===== src/rtl/el2_pmp_scan_ctl.sv =====
`default_nettype none
// ============================================================================
// Module   : el2_pmp_scan_ctl
// Purpose  : Shared, beat-serial PMP checker arbitrating LSU/IFU requests.
//            Define PMP_SCAN_EARLY_EXIT_EN to stop at the first matching beat.
// Revision : 1.0
// ============================================================================

package el2_pmp_scan_pkg;
  localparam logic [1:0] PMP_OFF   = 2'd0;
  localparam logic [1:0] PMP_TOR   = 2'd1;
  localparam logic [1:0] PMP_NA4   = 2'd2;
  localparam logic [1:0] PMP_NAPOT = 2'd3;

  typedef struct packed {
    logic       lock;
    logic [1:0] reserved;
    logic [1:0] mode;
    logic       execute;
    logic       write;
    logic       read;
  } el2_pmp_cfg_pkt_t;
endpackage

module el2_pmp_scan_ctl
  import el2_pmp_scan_pkg::*;
#(
  parameter int PMP_ENTRIES      = 16,
  parameter int ENTRIES_PER_BEAT = 4
) (
  input  logic                           clk,
  input  logic                           rst_l,
  input  el2_pmp_cfg_pkt_t               pmp_pmpcfg  [PMP_ENTRIES],
  input  logic [31:0]                    pmp_pmpaddr [PMP_ENTRIES],
  input  logic                           pmp_cfg_wr,
  input  logic [1:0]                     req_valid,
  output logic [1:0]                     req_ready,
  input  logic [31:0]                    req_addr    [2],
  input  logic [1:0]                     req_acc     [2],
  input  logic [1:0]                     req_mmode,
  output logic [1:0]                     rsp_valid,
  output logic                           rsp_err,
  output logic [$clog2(PMP_ENTRIES)-1:0] rsp_idx,
  output logic                           pmp_busy
);
  localparam int c_beats = PMP_ENTRIES / ENTRIES_PER_BEAT;
  localparam int c_bw    = (c_beats > 1) ? $clog2(c_beats) : 1;
  localparam int c_ew    = $clog2(PMP_ENTRIES);

  typedef enum logic [1:0] {
    S_IDLE = 2'd0,
    S_SCAN = 2'd1,
    S_RESP = 2'd2
  } state_t;

  state_t            state_q;
  logic              rr_q, id_q, mmode_q, found_q, err_q;
  logic [1:0]        acc_q;
  logic [31:0]       addr_q;
  logic [c_bw-1:0]   beat_q;
  logic [c_ew-1:0]   idx_q;
  logic [1:0]        rsp_valid_q;
  logic              rsp_err_q;
  logic [c_ew-1:0]   rsp_idx_q;

  logic              w_gnt_id;
  logic [1:0]        w_grant;

  always_comb begin
    w_gnt_id = (req_valid == 2'b11) ? rr_q : req_valid[1];
    w_grant  = 2'b00;
    if (state_q == S_IDLE && req_valid != 2'b00) w_grant = 2'b01 << w_gnt_id;
  end

  assign req_ready = w_grant;
  assign pmp_busy  = (state_q != S_IDLE);
  assign rsp_valid = rsp_valid_q;
  assign rsp_err   = rsp_err_q;
  assign rsp_idx   = rsp_idx_q;

  logic [33:0]                 w_addr34;
  logic [ENTRIES_PER_BEAT-1:0] w_lane_hit, w_lane_allow;
  logic [c_ew-1:0]             w_lane_idx [ENTRIES_PER_BEAT];

  assign w_addr34 = {2'b00, addr_q};

  // Only ENTRIES_PER_BEAT comparators exist; the beat counter steers live CSR state into them.
  for (genvar j = 0; j < ENTRIES_PER_BEAT; j++) begin : g_lane
    el2_pmp_cfg_pkt_t l_cfg;
    logic [33:0]      l_hi, l_lo, l_pa, l_ign;
    logic             l_hit, l_perm;
    logic             l_unused_rsvd;

    assign w_lane_idx[j] = c_ew'(int'(beat_q) * ENTRIES_PER_BEAT + j);
    assign l_cfg         = pmp_pmpcfg[w_lane_idx[j]];
    assign l_hi          = {pmp_pmpaddr[w_lane_idx[j]], 2'b00};
    assign l_lo          = (w_lane_idx[j] == '0) ? 34'd0 :
                           {pmp_pmpaddr[w_lane_idx[j] - c_ew'(1)], 2'b00};
    assign l_pa          = {pmp_pmpaddr[w_lane_idx[j]], 2'b11};
    // Bits up to and including the first zero of the NAPOT encoding are don't-care.
    assign l_ign         = l_pa ^ (l_pa + 34'd1);
    assign l_unused_rsvd = ^l_cfg.reserved;

    always_comb begin
      l_hit  = 1'b0;
      l_perm = 1'b0;
      case (l_cfg.mode)
        PMP_TOR:   l_hit = (w_addr34 >= l_lo) && (w_addr34 < l_hi);
        PMP_NA4:   l_hit = (addr_q[31:2] == l_hi[31:2]);
        PMP_NAPOT: l_hit = (((w_addr34 ^ l_pa) & ~l_ign) == 34'd0);
        default:   l_hit = 1'b0;
      endcase
      case (acc_q)
        2'd0:    l_perm = l_cfg.read;
        2'd1:    l_perm = l_cfg.write;
        2'd2:    l_perm = l_cfg.execute;
        default: l_perm = 1'b0;
      endcase
    end

    assign w_lane_hit[j]   = l_hit;
    assign w_lane_allow[j] = (acc_q != 2'd3) && ((mmode_q && !l_cfg.lock) || l_perm);
  end

  logic            w_beat_hit, w_beat_allow, w_last, w_term, w_fin_err;
  logic [c_ew-1:0] w_beat_idx, w_fin_idx;

  always_comb begin
    w_beat_hit   = 1'b0;
    w_beat_allow = 1'b0;
    w_beat_idx   = '0;
    for (int j = ENTRIES_PER_BEAT - 1; j >= 0; j--) begin
      if (w_lane_hit[j]) begin
        w_beat_hit   = 1'b1;
        w_beat_allow = w_lane_allow[j];
        w_beat_idx   = w_lane_idx[j];
      end
    end
  end

  assign w_last = (beat_q == c_bw'(c_beats - 1));
`ifdef PMP_SCAN_EARLY_EXIT_EN
  assign w_term = w_last || w_beat_hit;
`else
  assign w_term = w_last;
`endif

  assign w_fin_err = found_q    ? err_q         :
                     w_beat_hit ? ~w_beat_allow :
                                  (~mmode_q || acc_q == 2'd3);
  assign w_fin_idx = found_q ? idx_q : (w_beat_hit ? w_beat_idx : '0);

  always_ff @(posedge clk or negedge rst_l) begin
    if (!rst_l) begin
      state_q     <= S_IDLE;
      rr_q        <= 1'b0;
      id_q        <= 1'b0;
      mmode_q     <= 1'b0;
      found_q     <= 1'b0;
      err_q       <= 1'b0;
      acc_q       <= 2'd0;
      addr_q      <= 32'd0;
      beat_q      <= '0;
      idx_q       <= '0;
      rsp_valid_q <= 2'b00;
      rsp_err_q   <= 1'b0;
      rsp_idx_q   <= '0;
    end else begin
      case (state_q)
        S_IDLE: begin
          if (w_grant != 2'b00) begin
            id_q    <= w_gnt_id;
            addr_q  <= req_addr[w_gnt_id];
            acc_q   <= req_acc[w_gnt_id];
            mmode_q <= req_mmode[w_gnt_id];
            rr_q    <= ~w_gnt_id;
            beat_q  <= '0;
            found_q <= 1'b0;
            state_q <= S_SCAN;
          end
        end
        S_SCAN: begin
          if (pmp_cfg_wr) begin
            beat_q  <= '0;
            found_q <= 1'b0;
          end else if (w_term) begin
            rsp_valid_q <= 2'b01 << id_q;
            rsp_err_q   <= w_fin_err;
            rsp_idx_q   <= w_fin_idx;
            state_q     <= S_RESP;
          end else begin
            beat_q <= beat_q + c_bw'(1);
            if (!found_q && w_beat_hit) begin
              found_q <= 1'b1;
              err_q   <= ~w_beat_allow;
              idx_q   <= w_beat_idx;
            end
          end
        end
        S_RESP: begin
          rsp_valid_q <= 2'b00;
          rsp_err_q   <= 1'b0;
          rsp_idx_q   <= '0;
          state_q     <= S_IDLE;
        end
        default: state_q <= S_IDLE;
      endcase
    end
  end

endmodule
`default_nettype wire


===== config.mk =====
export PLATFORM = sky130hd
export DESIGN_NAME = el2_pmp_scan_ctl
export DESIGN_NICKNAME = d
export VERILOG_FILES = /design/src/rtl/el2_pmp_scan_ctl.sv
export SDC_FILE = /design/constraint.sdc
export NUM_CORES = 1
export LEC_CHECK = 0
export ABC_AREA = 1
export BUFFER_PORTS_ARGS = -buffer_cell sky130_fd_sc_hd__buf_2
export CORE_AREA = 2 2 285 287
export CTS_CLUSTER_DIAMETER = 200
export DETAILED_ROUTE_END_ITERATION = 12
export DIE_AREA = 0 0 287 289
export PLACE_DENSITY_LB_ADDON = 0.12
export SLEW_MARGIN = 40
export SYNTH_ARGS = -nofsm -noshare
export SYNTH_HDL_FRONTEND = slang
export SYNTH_SLANG_ARGS = --single-unit

===== constraint.sdc =====
create_clock -name clk -period 15 [get_ports clk]
set_clock_uncertainty 0.05 [all_clocks]
set_input_delay 3 -clock clk [delete_from_list [all_inputs] [get_ports clk]]
set_output_delay 3 -clock clk [all_outputs]
set_load 0.05 [all_outputs]

Word level (Yosys, flattened, before mapping)
Cells that the tools add are included.

Bits in registers: 54. Input port bits: 715. Logic and storage cells: 245. Output and inout bits: 10.

$lt $le $gt $ge: 18. Shift operators: 2. Reduce and logical (&&, ||, !) cells: 45. Add/subtract/negate cells: 12. Equal/unequal tests: 29. Bitwise logic cells: 30. Muxes and demuxes: 96.

Operators with widths (count): binary-select mux 32 bit (select 4 bit) (8); two-way mux 32 bit (19); adder 34 x 1 -> 34 bit (second input constant) (4); AND 34 bit (4); greater-or-equal comparator 32 x 34 -> 1 bit (4); logical NOT 34 bit (4); less-than comparator 32 x 34 -> 1 bit (4); two-way mux 34 bit (4); inverter 34 bit (4); bitwise XOR 32 x 34 -> 34 bit (4); bitwise XOR 34 bit (4); binary-select mux 8 bit (select 4 bit) (4); == test 30 bit (4); two-way mux 8 bit (8); greater-or-equal comparator 5 bit (second input constant) (8); inverter 4 -> 5 bit (8); two-way mux 4 bit (8); == test 2 bit (second input constant) (13); two-way mux 2 bit (12); case mux 1 bit (3 select lines) (8); two-way mux 1 bit (19); logical NOT 4 bit (4); subtractor 4 x 1 -> 4 bit (second input constant) (4); logical AND 1 bit (14); 22 further kinds (55).

Longest topological paths before layout
Depth after elaboration: 21. Depth in mapped cells: 34. Depth with buffers taken out: 27.

Least setup slack after synthesis
Ideal clock, no wire load.

Kind: in2out. Start: in req_valid[1]. End: out req_ready[0]. Arrival time: 4201 ps. Path slack: 7749 ps. Stages: 3. Cell sequence: o21ai_1 -> nor2_1 -> clkbuf_1.

Word-level cells in the longest chain between the ends: 4. Elaborated cells between the ends (all ways): 6.

RTL lines: from (decl) (line 36) `input logic [1:0] req_valid,`; == test 2 bit (line 70) `w_gnt_id = (req_valid == 2'b11) ? rr_q : req_valid[1];`; two-way mux 1 bit (line 70); left shift 1 x 1 -> 2 bit (line 72) `if (state_q == S_IDLE && req_valid != 2'b00) w_grant = 2'b01 << w_gnt_id;`; two-way mux 2 bit * (line 72); to (decl) (line 37) `output logic [1:0] req_ready,`.

Every way passes the cells marked *; elsewhere a longest branch is shown, timed or not.

Final worst setup path
Ends and elaborated chain as after synthesis.

==> results.cfg <==
[worst_setup_path]
r2r-start = beat_q[0]
crit_path_frequent_cell = buf_2
r2r_setup_slack_ns = 9.29
crit_start = req_valid[1]
start_kind = input port
worstPathRequired_ns = 11.95
cp-end-kind = primary output
path_delay_family = buffers and inverters
slowest_delay_ns = 0.51
slowest_stage = nor2_4
cp.arrival_ns = 4.35
critPathBufInv = 3
worstSetupPathType = in -> out
crit_chain = buf_2 -> o21ai_4 -> buf_4 -> nor2_4 -> buf_2
critPathMaxFanout = 36

[logic_synthesis]
ys_ff_latch = 54
ys_types = 47
synth_enable_flop_cells = 0
seq_area_frac_synth = 0.07970
syn_nets = 4176
syn_area_per_cell_um2 = 5.210
syn-instance-count = 3254
synth_largest_area_cell = nand2_1
synth_area_leaders = nand2_1 29%, ha_1 15%, nor2_1 9.0%
synthArstFlopShare = 1.000
syn_area_mm2 = 0.01695
synth_top_area_share = 0.2927
synth_ff_type = dfrtp_1
synth_warnings = 0

[global_route]
grt_pass1_wl_mm = 141.9
grt_max_degree = 171
grt-ovfl-total = 0
grt_usage = 0.2318
antenna_found_initial = 37
grt_pass1_vias = 21800

[floorplanning]
num_rows = 104
initial_core_util = 0.2122
dieArea_mm2 = 0.08294
io_pins = 725
die_y_um = 289
die_w_um = 287
core_mm2 = 0.07990

[clock_tree]
clk_pin_slew_ns = 0.08
post_cts_resized = 0
cts_tree = yes
clock_latency_ns = 0.30
clockBufferDepth = 2
cts_setup_buffers = 0
cts.sinks = 54
h-tree-depth = 2
clock_tree.root_cell = clkbuf_16
cts_buffers = 5
ctsHoldBuffers = 0

[placement]
postPlaceCellArea_mm2 = 0.02125
place_ws_ns = 7.512
place.gp.congestion = 0.9020
portBuffers = 692
dp_hpwl_mm = 83.98

[sta]
finalCritPeriodShare = 0.4933
layout_min_cycle_time_ns = 7.400
hold_viol = 0
worst_pin_slew_ns = 0.9007
maxSlewHeadroom = 0.3995
fmax_ghz = 0.1351
layout_setup_ws_ns = 7.600
fin_tns_setup_ns = 0
grt_setup_unrepaired = false
setup_viol = 0
slew_viol_final = 0

[finish]
area_delta_synth_final_pct = 26.70
finalNetCount = 4757
final.fill_count = 9544
post-route-util = 0.2689
finalInstanceArea_mm2 = 0.02148
drive_above_1_share = 0.1989
multi_input_area_mm2 = 0.01381
seq_area_mm2 = 0.001361

[pwr]
combPwrFrac = 0.842
switching_share = 0.6525
power.switching_uw = 2643
p_int_uw = 1408
p_leak_uw = 0.01174
power.density_mw_per_mm2 = 188.6
power.share.clock = 0.036
irDropWorstVdd_mv = 0.07087
pwr-share-seq = 0.122

[worst_hold_path]
min_path_type = reg -> reg
min-delay-start = rsp_err

[detailed_routing]
drtIter0Drc = 1353
post_drt_wl_per_cell_um = 20.64
vias = 22960
wl_mm = 101.4
firstDrtPassIters = 5
avgViaCountPerCell = 4.673
remaining_drc_errors = 0
antenna_left = 0

[run]
drv_cap = 0

[status]
status = finished, final reports clean
## registers in the layout, indices dropped and copies added, names as in the netlist
name and flops:
addr_q 32, idx_q 4, rsp_idx 4, acc_q 2, beat_q 2, rsp_valid 2, state_q 2, err_q 1
found_q 1, id_q 1, mmode_q 1, rr_q 1, rsp_err 1
## per-stage QoR
step	total power, uW	hold slack [ns]	cells
2_1_floorplan	2694	0.4035	3254
3_3_place_gp	3934	0.4198	4885
3_5_place_dp	3924	0.4181	4888
4_1_cts	4090	0.4388	4896
5_1_grt	4546	0.4563	4912
6_report	4051	0.4334	4914
## power by group through the flow
stage | sequential [uW] | clock, uW | combinational [uW]
after floorplan | 320 | 0 | 2370
after global placement | 503 | 0 | 3430
after detailed placement | 503 | 0 | 3420
after CTS | 501 | 152 | 3440
after global routing | 503 | 155 | 3890
final | 493 | 145 | 3410
## final cells by class
type                       count  area share
multi-input combinational   2784      0.6428
timing repair buffer         714      0.1726
sequential                    54     0.06337
tap                         1060     0.06174
inverter                     276     0.04904
clock buffer                   6    0.006466
antenna                       18    0.002097
clock inverter                 2    0.001806
## worst min-delay path, delay by kind of cell, from the launching register on
family / cells / cell delay [ns]
AND/OR/NAND/NOR: 2 / 0.11
flip-flops: 1 / 0.34
## kinds of logic (layout without fill, tap and decap cells)
family                     Yosys count  after routing  synth area share
buffers and inverters              416            998            0.1077
DFF                                 54             54           0.07971
adders and majority gates          207            207            0.1528
and+or+nand+nor                   2168           2168            0.5215
other                                0             18                 0
AOI/OAI and AO/OA                  409            409            0.1384
## metal layers
layer,GRT usage,vias up,share of wire
met5,0,-,0.0012
met4,0.07669,20,0.029
met3,0.03732,120,0.056
met2,0.3956,687,0.48
met1,0.2963,10380,0.44
li1,-,11750,-
## cell usage in the layout, fill, tap and decap left out, types with 13 or more instances in the layout
cell type	Yosys	layout
a21oi_1	98	98
buf_2	60	692
buf_4	18	15
dfrtp_1	54	50
diode_2	0	18
ha_1	207	207
inv_1	271	271
nand2_1	1322	1322
nand3_1	302	302
nand4_1	57	57
nor2_1	406	404
nor3_1	33	32
o211ai_1	30	30
o21ai_0	166	166
o21ai_1	14	13
o21bai_1	22	22
o22ai_1	45	45
## cells in the mapped netlist (34+ instances only)
| library cell | n |
|---|---|
| nand4_1 | 57 |
| o21ai_0 | 166 |
| nand2_1 | 1322 |
| clkbuf_1 | 34 |
| nand3_1 | 302 |
| buf_2 | 60 |
| ha_1 | 207 |
| o22ai_1 | 45 |
| inv_1 | 271 |
| dfrtp_1 | 54 |
| nor2_1 | 406 |
| a21oi_1 | 98 |
## final timing paths
| path | endpoint | cells after the start |
|---|---|---|
| setup / recovery | req_ready[0] | 5 |
| hold / removal | rsp_err | 2 |
| setup reg to reg | rsp_err | 25 |
| hold reg to reg | rsp_err | 2 |
| max in group asynchronous | beat_q[1] | 2 |
| min in group asynchronous | rr_q | 2 |
Note: power is estimated with default switching activity, not from simulation.
